`src/rtl/fsm_par_demux.sv`:
```
// Stream demux behind the parallel FSM checker: drops errored streams up to the next header,
// buffers accepted words in a FIFO and steers them to two lanes by LSB. Option: FSM_PAR_DEMUX_DROPCNT_EN.
module fsm_par_demux #(
    parameter int unsigned DATA_W     = 16,
    parameter int unsigned FIFO_DEPTH = 4,
    localparam int unsigned AW        = $clog2(FIFO_DEPTH),
    localparam int unsigned CW        = AW + 1
) (
    input  logic              clk,
    input  logic              reset,
    input  logic [DATA_W-1:0] bus_data_in,
    input  logic              valid_in,
    input  logic              error_in,
    output logic              ready_out,
    output logic [DATA_W-1:0] data_out_0,
    output logic [DATA_W-1:0] data_out_1,
    output logic              valid_0,
    output logic              valid_1,
    input  logic              ready_0,
    input  logic              ready_1,
    output logic [CW-1:0]     fifo_count,
    output logic              overflow,
    output logic [1:0]        state
`ifdef FSM_PAR_DEMUX_DROPCNT_EN
    ,
    output logic [7:0]        drop_cnt
`endif
);

    typedef enum logic [1:0] {
        StIdle    = 2'b00,
        StPass    = 2'b01,
        StDiscard = 2'b10,
        StBad     = 2'b11
    } state_e;

    state_e            r_state;
    state_e            w_state_d;
    logic [DATA_W-1:0] r_mem [FIFO_DEPTH];
    logic [AW-1:0]     r_wr_ptr;
    logic [AW-1:0]     r_rd_ptr;
    logic [CW-1:0]     r_count;
    logic [DATA_W-1:0] r_out_q;
    logic              r_out_vld;
    logic              r_overflow;

    logic w_hdr;
    logic w_full;
    logic w_accept;
    logic w_push;
    logic w_ovf;
    logic w_drop;
    logic w_lane_rdy;
    logic w_slot_free;
    logic w_pop;

    always_comb begin
        w_hdr     = (bus_data_in[DATA_W-1 -: 4] == 4'hF);
        w_accept  = 1'b0;
        w_state_d = r_state;
        if (r_state == StBad) begin
            w_state_d = StIdle;
        end else if (valid_in) begin
            unique case (r_state)
                StIdle: begin
                    if (error_in) begin
                        w_state_d = StDiscard;
                    end else if (w_hdr) begin
                        w_accept  = 1'b1;
                        w_state_d = StPass;
                    end
                end
                StPass: begin
                    if (error_in) begin
                        w_state_d = StDiscard;
                    end else begin
                        w_accept = 1'b1;
                    end
                end
                StDiscard: begin
                    if (w_hdr && !error_in) begin
                        w_accept  = 1'b1;
                        w_state_d = StPass;
                    end
                end
                default: w_state_d = StIdle;
            endcase
        end
    end

    // Fullness comes from the registered count, so a same-cycle pop never rescues a push.
    assign w_full      = (r_count == CW'(FIFO_DEPTH));
    assign w_push      = w_accept & ~w_full;
    assign w_ovf       = w_accept & w_full;
    assign w_drop      = (valid_in & ~w_accept) | w_ovf;
    assign w_lane_rdy  = r_out_q[0] ? ready_1 : ready_0;
    assign w_slot_free = ~r_out_vld | w_lane_rdy;
    assign w_pop       = w_slot_free & (r_count != '0);

    always_ff @(posedge clk) begin
        if (reset) begin
            r_state    <= StIdle;
            r_overflow <= 1'b0;
        end else begin
            r_state <= w_state_d;
            if (w_ovf) begin
                r_overflow <= 1'b1;
            end
        end
    end

    always_ff @(posedge clk) begin
        if (w_push) begin
            r_mem[r_wr_ptr] <= bus_data_in;
        end
    end

    always_ff @(posedge clk) begin
        if (reset) begin
            r_wr_ptr  <= '0;
            r_rd_ptr  <= '0;
            r_count   <= '0;
            r_out_q   <= '0;
            r_out_vld <= 1'b0;
        end else begin
            if (w_push) begin
                r_wr_ptr <= r_wr_ptr + 1'b1;
            end
            if (w_pop) begin
                r_rd_ptr <= r_rd_ptr + 1'b1;
                r_out_q  <= r_mem[r_rd_ptr];
            end
            if (w_slot_free) begin
                r_out_vld <= w_pop;
            end
            r_count <= r_count + CW'(w_push) - CW'(w_pop);
        end
    end

`ifdef FSM_PAR_DEMUX_DROPCNT_EN
    logic [7:0] r_drop_cnt;

    always_ff @(posedge clk) begin
        if (reset) begin
            r_drop_cnt <= '0;
        end else if (w_drop && (r_drop_cnt != 8'hFF)) begin
            r_drop_cnt <= r_drop_cnt + 8'd1;
        end
    end

    assign drop_cnt = r_drop_cnt;
`else
    logic w_unused_drop;
    assign w_unused_drop = w_drop;
`endif

    assign ready_out  = ~w_full;
    assign data_out_0 = r_out_q;
    assign data_out_1 = r_out_q;
    assign valid_0    = r_out_vld & ~r_out_q[0];
    assign valid_1    = r_out_vld & r_out_q[0];
    assign fifo_count = r_count;
    assign overflow   = r_overflow;
    assign state      = r_state;

endmodule
```
`config.mk`:
```
export PLATFORM = sky130hd
export DESIGN_NAME = fsm_par_demux
export DESIGN_NICKNAME = d
export VERILOG_FILES = /design/src/rtl/fsm_par_demux.sv
export SDC_FILE = /design/constraint.sdc
export NUM_CORES = 1
export LEC_CHECK = 0
export BUFFER_PORTS_ARGS = -buffer_cell sky130_fd_sc_hd__buf_2
export CAP_MARGIN = 10
export CORE_AREA = 5 5 89 91
export CTS_BUF_LIST = sky130_fd_sc_hd__clkbuf_4 sky130_fd_sc_hd__clkbuf_8
export DETAILED_ROUTE_END_ITERATION = 16
export DIE_AREA = 0 0 94 96
export HOLD_SLACK_MARGIN = 0.05
export MAX_ROUTING_LAYER = met4
export PLACE_DENSITY = 0.8
export SYNTH_ARGS = -nofsm -noshare
export SYNTH_HDL_FRONTEND = slang
export SYNTH_SLANG_ARGS = --single-unit
```
`constraint.sdc`:
```
create_clock -name clk -period 3.1 [get_ports clk]
set_clock_uncertainty 0.1 [all_clocks]
set_input_delay 0.155 -clock clk [delete_from_list [all_inputs] [get_ports clk]]
set_output_delay 0.155 -clock clk [all_outputs]
set_load 0.1 [all_outputs]
```
### Word-level counts from Yosys, hierarchy flattened

Memory sizes are Yosys's and may differ from the RTL's. A register that Yosys moved wholly into a read port is not among the register bits.
Cells that the tools add are included.

* memory bits (writable): 64
* memories kept: 1
* flip-flop bits (word level): 11
* word-level logic and storage cells: 49
* output and inout bits: 41

* multiplexer cells: 15
* add/sub/neg operators: 4
* reduce and logical (&&, ||, !) cells: 6
* bitwise operators: 9
* equality and inequality tests: 8

Memory list
* r_mem: words 4, width 16, read ports 1, clocked after memory_dff 1, write ports 1, line 39 `logic [DATA_W-1:0] r_mem [FIFO_DEPTH];`

Operators with widths (count)
* $mux 1: 9
* $mux 2: 4
* $pmux 2 s3: 1
* $and 1x1->1: 5
* $add 2x1->2 const B: 2
* $eq 2x2->1 const B: 2
* $eq 4x4->1 const B: 1
* $ne 2x2->1 const B: 2
* $reduce_and 4->1: 1
* $add 3x1->3: 1
* $eq 3x3->1 const B: 1
* $ne 3x3->1 const B: 1
* $not 1->1: 3
* $pmux 1 s3: 1
* $reduce_bool 3->1: 1
* $sub 3x1->3: 1
* $eq 2x1->1 const B: 1
* $logic_not 2->1: 1
* $reduce_or 2->1: 1
* $logic_and 1x1->1: 1
* $logic_not 1->1: 1
* $or 1x1->1: 1

### Logic depth before layout (Yosys ltp)

Gate-level depths: netlist (run 1).

* depth after elaboration: 9
* mapped depth: 11
* depth with buffers taken out: 11

### Worst setup path before layout (run 1)

OpenSTA, ideal clock, no wires.

* path kind: register to register
* start: reg r_count[1] (netlist: fifo_count[1])
* end: reg r_count[2] (netlist: fifo_count[2])
* buffers on the path: 0
* path slack: -0.743 ns
* stages on the path, launching flop included: 12
* arrival time: 3.665 ns
* cells stage by stage: dfxtp_1 or3b_1 and4bb_4 inv_1 ha_1 inv_1 ha_1 inv_1 fa_1 xor2_1 and2_1 nor3_1

* longest elaborated chain between the ends: 5
* elaborated cells on any way between the ends: 7
* classes of those cells: add/sub (2); eq/ne (1); bitwise (3); reduce/logical (1)

RTL lines
* from (decl): line 42 `logic [CW-1:0] r_count;`
* from (signal assigned): line 136 `r_count <= r_count + CW'(w_push) - CW'(w_pop);`
* $eq 3x3->1: line 92 `assign w_full = (r_count == CW'(FIFO_DEPTH));`
* $not 1->1
* via ready_out: line 14 `output logic ready_out,`
* $and 1x1->1: line 93 `assign w_push = w_accept & ~w_full;`
* $add 3x1->3: line 136
* $sub 3x1->3: line 136

The timed path passes the listed nets, and every way through them passes these cells.
A chain may end at the register's enable or synchronous reset.

### Final worst setup path (run 1)

* start: in bus_data_in[14]
* end: reg r_count[2] (netlist: fifo_count[2])

* longest elaborated chain between the ends: 9
* elaborated cells on any way between the ends: 11
* classes of those cells: add/sub (2); eq/ne (1); mux (6); bitwise (1); reduce/logical (1)

RTL lines
* from (decl): line 11 `input logic [DATA_W-1:0] bus_data_in,`
* $eq 4x4->1 *: line 58 `w_hdr = (bus_data_in[DATA_W-1 -: 4] == 4'hF);`
* $mux 1 / $logic_and 1x1->1 (equally long branches): line 68, 81
* $mux 1 (on tied branches): line 66, 81
* $pmux 1 s3 *: line 64 `unique case (r_state)`
* $mux 1 *: line 63 `end else if (valid_in) begin`
* $mux 1 *: line 61 `if (r_state == StBad) begin`
* $and 1x1->1 *: line 93
* $add 3x1->3 *: line 136
* $sub 3x1->3 *: line 136

Every way passes the cells marked *; elsewhere a longest branch is shown, timed or not.

==> reports/qor.yml, run 1 <==
critical_path:
  r2r_slack_ns: 0.59
  r2r_end: "fifo_count[2]"
  crit_path_cell_trace: "dlygate4sd3_1, buf_2, a41oi_1, and4bb_4, inv_1, ha_1, inv_1, ha_1, inv_1, fa_1, xor2_1, and2_1, nor3_1"
  r2r_start: "fifo_count[2]"
  r2r.worst_path.cells: 11
  worstSetupPathType: "input pin to flop"
  cp.required_ns: 3.28
  crit_arrival_ns: 2.74
  endpoint: "fifo_count[2]"
  path_max_fanout: 7
  cp_num_cells: 13
  cp-startpoint: "bus_data_in[14]"
  crit_family: "buffers and inverters"
  cp-start-kind: "input pin"
  crit_slowest_cell: "dlygate4sd3_1"
  crit_top_cell: "inv_1"
  path_buf_inv: 5
  endpoint_kind: "flop"
  crit_path_max_incr_delay_ns: 0.52
global_routing:
  grt_start_max_net_pins: 31
  grt_pass1_vias: 2467
  grt_usage_pct: 19.5
  grt_overflow_total: 0
  grt_first_pass_wirelength_um: 12700
  antenna_found_initial: 0
yosys:
  ys_warn_count: 0
  yosys.area.top_type: "edfxtp_1"
  ys.flop_type: "edfxtp_1"
  synth_cells: 279
  synthesis.nets: 308
  synth_top_cell_area_share_pct: 48.7
  async_flop_share_pct: 0
  synth_cell_types: 38
  synth_enable_flop_cells: 64
  synthTopCellsByCount: "64 x edfxtp_1, 30 x nand3_1, 27 x dfxtp_1"
  synthMostInstantiatedCell: "edfxtp_1"
  synth.area.top_cells: "edfxtp_1 49%, dfxtp_1 14%, mux4_1 5.3%, mux4_2 4.6%, nand3_1 3.8%"
  ys_seq_area_share_pct: 62.4
  ys_ff_latch: 91
  synth_area_mm2: 0.00395
  syn_avg_cell_area_um2: 14.2
die:
  die-width_um: 94
  initial_core_util_pct: 55.9
  std_cell_rows: 31
  die_height_um: 96
  pin_count: 63
  dieArea_mm2: 0.00902
  core_mm2: 0.00706
clocking:
  clock-sinks: 91
  cts_tree: "built"
  worstSkewPairLatency_ns: 0.35
  cts_max_level: 3
  ctsHoldBuffers: 18
  root_buffer: "clkbuf_8"
  clkTransAtPathRegs_ns: 0.09
  post-cts-setup-buffers: 0
  cts.repair.resized: 0
  clock_path_buffers: 2
  numCtsBuffers: 9
route:
  drc: 0
  vias_per_cell: 5.60
  wire_per_inst_um: 17.4
  firstDrtPassIters: 4
  num_vias: 2509
  wirelength_um: 7800
  drt_iter0_markers: 236
  ant_nets: 0
flow_run:
  maxCapViolations: 0
timing:
  min_period_ns: 2.56
  max_freq_mhz: 390
  setup_tns_ns: 0
  whs_ns: 0.108
  rsz0062_at_grt: "no"
  fin_crit_sh_pct: 82.7
  drv_slew: 0
  hold_viol: 0
  relSlewSlack_pct: 43.1
  tightestPinTransition_ns: 0.854
  finalSetupViolCount: 0
cells_and_area:
  diodes: 0
  fin_util_pct: 65.4
  drive_gt1_share_pct: 28.7
  area_delta_synth_final_pct: 16.9
  fin_cells: 448
  fin_nets: 373
status:
  status: "completed"
place:
  dp_hpwl_um: 5270
  gp_congestion: 0.741
  dpl.cell_count: 414
  portBuffers: 62
worst_hold_path:
  worstHoldPathType: "input pin to flop"
==> state kept, by name, indices dropped and copies added (netlist names) <==
| name | count |
|---|---|
| r_mem | 64 |
| fifo_count | 3 |
| r_out_vld | 1 |
| state | 2 |
| data_out_0 | 16 |
| r_wr_ptr | 2 |
| r_rd_ptr | 2 |
| overflow | 1 |
==> layout by cell type, fill, tap and decap left out, drive strengths merged, types with 4 or more instances in the layout <==
cell type	instances
nor2b	18
mux2	4
inv	7
edfxtp	64
nand3	30
ha	6
clkinv	6
and2	6
clkbuf	9
buf	69
a21oi	4
nor2	9
dlygate4sd3	18
dfxtp	27
mux4	16
o2111ai	15
nand2	19
==> per-layer routing <==
layer,track usage (%),up-vias,wire [µm]
met1,25.2,1225,3390
met4,7.94,0,122
met3,3.36,9,478
li1,-,1182,-
met5,-,-,0
met2,30.9,93,3810
==> tightest hold or removal path: stages <==
cell,delay [ns]
buf_2,0.11
a21oi_1,0.17
a2111oi_0,0.08
==> cells by family (layout without fill, tap and decap cells) <==
family,after synthesis,in the layout,share of synthesized area [%]
XOR/XNOR,1,1,0.222
AO/OA/AOI/OAI,25,25,5.29
buffers and inverters,40,110,5.67
flip-flops,91,91,62.4
adder cells (fa/ha/maj),7,7,2.41
multiplexers,23,23,11.8
AND/OR/NAND/NOR,92,92,12.3
==> worst min-delay path by stage <==
stage,cells after the start,startpoint,to,slack (ns)
floorplan,0,bus_data_in[0],r_mem[0][0],0.15
global placement,1,bus_data_in[2],r_mem[2][2],0.27
detailed placement,1,bus_data_in[2],r_mem[2][2],0.27
CTS,3,valid_in,state[1],0.09
global route,3,valid_in,state[1],0.12
finish,3,valid_in,state[1],0.11
==> metrics by stage <==
stage / cell area (µm²) / setup WS, ns
2_1_floorplan: 3960 / 0.0738
3_3_place_gp: 4250 / 0.658
3_5_place_dp: 4250 / 0.596
4_1_cts: 4620 / 0.542
5_1_grt: 4620 / 0.318
6_report: 4620 / 0.536
==> cell type report <==
type,instances,area [µm²]
multi-input combinational,148,1260
clock inverter,7,67.6
sequential,91,2470
clock buffer,9,124
fill,533,2440
tap,99,124
inverter,7,26.3
timing repair buffer,87,543
Power of run 1 is left out: the tool's default activity adds up to more than one toggle a clock period on the data nets, which glitch-free logic cannot reach.
==> run 2, diff against run 1 <==
- clock period: 3.1 -> 2.5 ns (I/O delays scaled with it)
==> run 2 against run 1 <==
Compared with the run above:
- global-route usage down 0.44 points
- sequential share of layout area fell by 1.2 points
- cell count grew 2.5%
- highest routed layer unchanged
- critical path type unchanged
- count of clock-buffer cells in the layout increased by 1
- die area unchanged
- worst hold slack worse by 0.051 ns
- register-to-register slack got worse by 0.47 ns
- non-clock buffer count rose by 11
- sequential cell count unchanged
==> reports/qor.yml, run 2 (same netlist as run 1, synthesis figures left out) <==
timing:
  relSlewSlack_pct: 64.1  # +21 points
  max_freq_mhz: 418
  rsz0062_at_grt: "yes"
  drv_slew: 0  # unchanged
  finalSetupViolCount: 0  # unchanged
  fin_crit_sh_pct: 95.8
  hold_viol: 0  # unchanged
  min_period_ns: 2.40
  tightestPinTransition_ns: 0.539  # -0.315 ns
cells_and_area:
  area_delta_synth_final_pct: 20.0
  postLayoutCellArea_mm2: 0.00474  # +2.6%
  largest_reg_flops: 64  # unchanged
  fin_cells: 459  # +2.5%
  layout.cells.most_common_list: "64 x edfxtp_1, 62 x buf_2, 30 x nand3_1"
  layout_commonest_cell: "edfxtp_1"
  diodes: 0  # unchanged
  regMostFlops: "r_mem"
  fin_nets: 384  # +2.9%
  drive_gt1_share_pct: 33.1  # +4.4 points
  fill_cells: 531  # -0.38%
route:
  ant_nets: 0  # unchanged
  wirelength_um: 8030  # +3.0%
  wire_per_inst_um: 17.5  # +0.55%
  vias_per_cell: 5.50  # -1.8%
  drc: 0  # unchanged
  drt_iter0_markers: 166  # -30%
  num_vias: 2525  # +0.64%
  firstDrtPassIters: 4  # unchanged
global_routing:
  grt_overflow_total: 0  # unchanged
  antenna_found_initial: 0  # unchanged
  grt_pass1_vias: 2395  # -2.9%
  grt_first_pass_wirelength_um: 12400  # -2.4%
  grt_usage_pct: 19.0  # -0.44 points
  grt_start_max_net_pins: 30  # -3.2%
place:
  gp_congestion: 0.783  # +5.8%
  portBuffers: 62  # unchanged
  dpl-instance-area_mm2: 0.00431  # +1.5%
  dp_hpwl_um: 5100  # -3.2%
  dpl.cell_count: 421  # +1.7%
clocking:
  clkTransAtPathRegs_ns: 0.09  # about the same
  numCtsBuffers: 9  # unchanged
  clock_path_buffers: 2  # unchanged
  cts_tree: "built"
  root_buffer: "clkbuf_8"
  worstSkewPairLatency_ns: 0.35  # about the same
  cts_max_level: 3  # unchanged
  clock-sinks: 91  # unchanged
worst_hold_path:
  hold_start: "valid_in"
  worstHoldPathType: "input pin to flop"
  hold_depth: 4  # +1
die:
  die-width_um: 94  # unchanged
  pin_count: 63  # unchanged
  die_height_um: 96  # unchanged
  dieArea_mm2: 0.00902  # unchanged
  core_mm2: 0.00706  # unchanged
  std_cell_rows: 31  # unchanged
  initial_core_util_pct: 55.9  # unchanged
critical_path:
  r2r.worst_path.cells: 11  # unchanged
  cp-start-kind: "input pin"
  cp-startpoint: "error_in"
  r2r_slack_ns: 0.12  # -0.47 ns
  crit_arrival_ns: 2.52  # -0.22 ns
  worstSetupPathType: "input pin to flop"
  endpoint_kind: "flop"
  r2r_start: "fifo_count[2]"
  cp.required_ns: 2.63  # -0.65 ns
  path_max_fanout: 4  # -3
status:
  status: "completed"
flow_run:
  maxCapViolations: 0  # unchanged
run 2: final timing paths:
kind | end
setup / recovery | fifo_count[2]
hold / removal | state[1]
setup reg to reg | fifo_count[2]
hold reg to reg | overflow
run 2: repair_timing:
item / CTS / global route
hold buffers: 18 / 0
hold endpoints to repair: 65 / 0
resized for setup: 0 / 2
setup buffers: 0 / 4
endpoints found under the setup margin: 0 / 1
run 2: layout make-up:
| type | instances | area [µm²] | area share (%) |
|---|---|---|---|
| flip-flops and latches | 91 | 2480 | 52.3 |
| multi-input cells | 148 | 1280 | 27.0 |
| inverters | 7 | 26.3 | 0.555 |
| clock inverters | 6 | 73.8 | 1.56 |
| repair buffers | 98 | 626 | 13.2 |
| clock buffers | 10 | 131 | 2.77 |
| well taps | 99 | 124 | 2.61 |
run 2: metrics by stage:
step / util [%] / hold WS (ns) / setup slack (ns) / TNS, ns
after global placement: 61.0 / 0.237 / 0.134 / 0
after CTS: 66.5 / 0.0501 / 0.00738 / 0
final: 67.1 / 0.0568 / 0.105 / 0
after detailed placement: 61.0 / 0.243 / 0.0650 / 0
after floorplan: - / 0.124 / -0.306 / -0.463
after global routing: 67.1 / 0.0708 / -0.0360 / -0.0360
run 2: worst max-delay path, cell delays in order:
cell and delay, ns:
dlygate4sd3_1 0.54, buf_2 0.13, nand2b_4 0.15, and4bb_4 0.34, inv_2 0.04, ha_1 0.28
inv_1 0.06, ha_1 0.13, inv_1 0.05, fa_2 0.33, xor2_1 0.16, and2_1 0.16
nor3_2 0.04
run 2: metal layers:
layer	vias up	GRT usage, %	share of wire, %
met5	-	-	0
met4	0	6.98	1.8
met3	16	3.60	7.4
met2	86	31.3	52
met1	1226	23.8	39
li1	1197	-	-
Power of run 2 is left out for the same reason.
==> run 3, diff against run 2 <==
- CORE_AREA: 5 5 89 91 -> 5 5 86 88
- DIE_AREA: 0 0 94 96 -> 0 0 91 93
- PLACE_DENSITY: 0.8 -> 0.85
- clock period: 2.5 -> 2.8 ns (I/O delays scaled with it)
==> run 3 against run 2 <==
Compared with the run above:
- first-iteration DRC count shrank 11%
- worst hold slack gained 0.068 ns
- global-route usage grew 1.3 points
- die area shrank 6.2%
- highest routed layer unchanged
- routed wire length shrank 3.6%
- design area shrank 1.7%
- sequential cell count is the same
- critical path depth is the same
- count of clock-buffer cells in the layout is the same
- utilization grew 3.8 points
- sequential share of layout area grew 0.88 points
==> reports/qor.yml, run 3 (same netlist as run 1, synthesis figures left out) <==
status:
  status: "completed"
cells_and_area:
  fin_util_pct: 70.9  # +3.8 points
  regMostFlops: "r_mem"
  layout.cells.most_common_list: "64 x edfxtp_1, 62 x buf_2, 30 x nand3_1"
  regArea_mm2: 0.00248  # unchanged
  area_delta_synth_final_pct: 18.0
  drive_gt1_share_pct: 30.4  # -2.7 points
  postLayoutCellArea_mm2: 0.00466  # -1.7%
  fin_nets: 376  # -2.1%
  multi_input_area_mm2: 0.00127  # -0.98%
  layout_commonest_cell: "edfxtp_1"
  fill_cells: 418  # -21%
  diodes: 0  # unchanged
  largest_reg_flops: 64  # unchanged
worst_hold_path:
  worstHoldPathType: "input pin to flop"
die:
  core_mm2: 0.00657  # -6.9%
  die_height_um: 93  # -3.1%
  std_cell_rows: 30  # -3.2%
  die-width_um: 91  # -3.2%
  initial_core_util_pct: 60.1  # +4.2 points
  pin_count: 63  # unchanged
  dieArea_mm2: 0.00846  # -6.2%
place:
  portBuffers: 62  # unchanged
  dp_slack_ns: 0.307  # +0.242 ns
  dp_hpwl_um: 5040  # -1.3%
  gp_congestion: 0.748  # -4.5%
  dpl-instance-area_mm2: 0.00425  # -1.4%
critical_path:
  crit_top_cell: "inv_1"
  path_buf_inv: 5  # unchanged
  crit_slowest_cell: "dlygate4sd3_1"
  cp.required_ns: 2.97  # +0.34 ns
  crit_arrival_ns: 2.75  # +0.23 ns
  r2r_slack_ns: 0.28  # +0.16 ns
  cp-start-kind: "input pin"
  crit_path_cell_trace: "dlygate4sd3_1, buf_2, a41oi_1, and4bb_4, inv_1, ha_1, inv_1, ha_1, inv_1, fa_2, xor2_1, and2_1, nor3_1"
  crit_family: "buffers and inverters"
  endpoint_kind: "flop"
  worstSetupPathType: "input pin to flop"
  path_max_fanout: 7  # +3
  crit_path_max_incr_delay_ns: 0.53  # about the same
clocking:
  clkTransAtPathRegs_ns: 0.08  # about the same
  clock_path_buffers: 2  # unchanged
  clock-sinks: 91  # unchanged
  numCtsBuffers: 9  # unchanged
  cts_tree: "built"
  cts_max_level: 3  # unchanged
  cts.repair.resized: 0  # unchanged
  worstSkewPairLatency_ns: 0.35  # about the same
  ctsHoldBuffers: 19  # +1
  root_buffer: "clkbuf_8"
  post-cts-setup-buffers: 0  # unchanged
timing:
  hold_viol: 0  # unchanged
  relSlewSlack_pct: 53.4  # -11 points
  finalSetupViolCount: 0  # unchanged
  tightestPinTransition_ns: 0.698  # +0.159 ns
  rsz0062_at_grt: "no"
  max_freq_mhz: 388
  setup_ws_ns: 0.221  # +0.116 ns
  fin_crit_sh_pct: 92.1
  min_period_ns: 2.58
  drv_slew: 0  # unchanged
  whs_ns: 0.125  # +0.0682 ns
global_routing:
  use_met1_pct: 25.7  # +1.9 points
  grt_usage_pct: 20.4  # +1.3 points
  grt_use_met2_pct: 31.7  # +0.39 points
  busiest_layer: "met2"
  grt_start_max_net_pins: 31  # +3.3%
  met3_usage_pct: 5.55  # +2.0 points
  antenna_found_initial: 0  # unchanged
  grt_first_pass_wirelength_um: 12900  # +4.3%
  grt_pass1_vias: 2470  # +3.1%
  grt_overflow_total: 0  # unchanged
route:
  drt_iter0_markers: 147  # -11%
  drc: 0  # unchanged
  ant_nets: 0  # unchanged
  wire_per_inst_um: 17.9  # +2.5%
  vias_per_cell: 5.77  # +4.9%
  num_vias: 2492  # -1.3%
  firstDrtPassIters: 4  # unchanged
  wirelength_um: 7740  # -3.6%
flow_run:
  maxCapViolations: 0  # unchanged
-- run 3: worst paths after layout --
| check | cells after the start | from | to |
|---|---|---|---|
| max | 13 | bus_data_in[15] | fifo_count[2] |
| min | 3 | ready_1 | data_out_0[0] |
| max reg2reg | 11 | fifo_count[1] | fifo_count[2] |
| min reg2reg | 1 | overflow | overflow |
-- run 3: worst min-delay path, delay by kind of cell --
kind	cells	cell delay [ns]
and+or+nand+nor	1	0.05
AOI/OAI and AO/OA	1	0.25
buffers and inverters	1	0.10
-- run 3: through the flow --
step | std cells | setup TNS, ns
2_1_floorplan | 279 | -0.0148
3_3_place_gp | 397 | 0
3_5_place_dp | 397 | 0
4_1_cts | 432 | 0
5_1_grt | 432 | 0
6_report | 432 | 0
-- run 3: layout make-up --
class / instances / area share [%]
flip-flops and latches: 91 / 53.2
multi-input cells: 148 / 27.2
repair buffers: 90 / 12.2
clock buffers: 10 / 2.82
well taps: 80 / 2.15
clock inverters: 6 / 1.91
inverters: 7 / 0.564
-- run 3: metal layers --
layer / wire, µm / up-vias
met5: 0 / -
met4: 152 / 0
met3: 474 / 14
met1: 3350 / 1224
met2: 3760 / 71
li1: - / 1183
Power of run 3 is left out for the same reason.
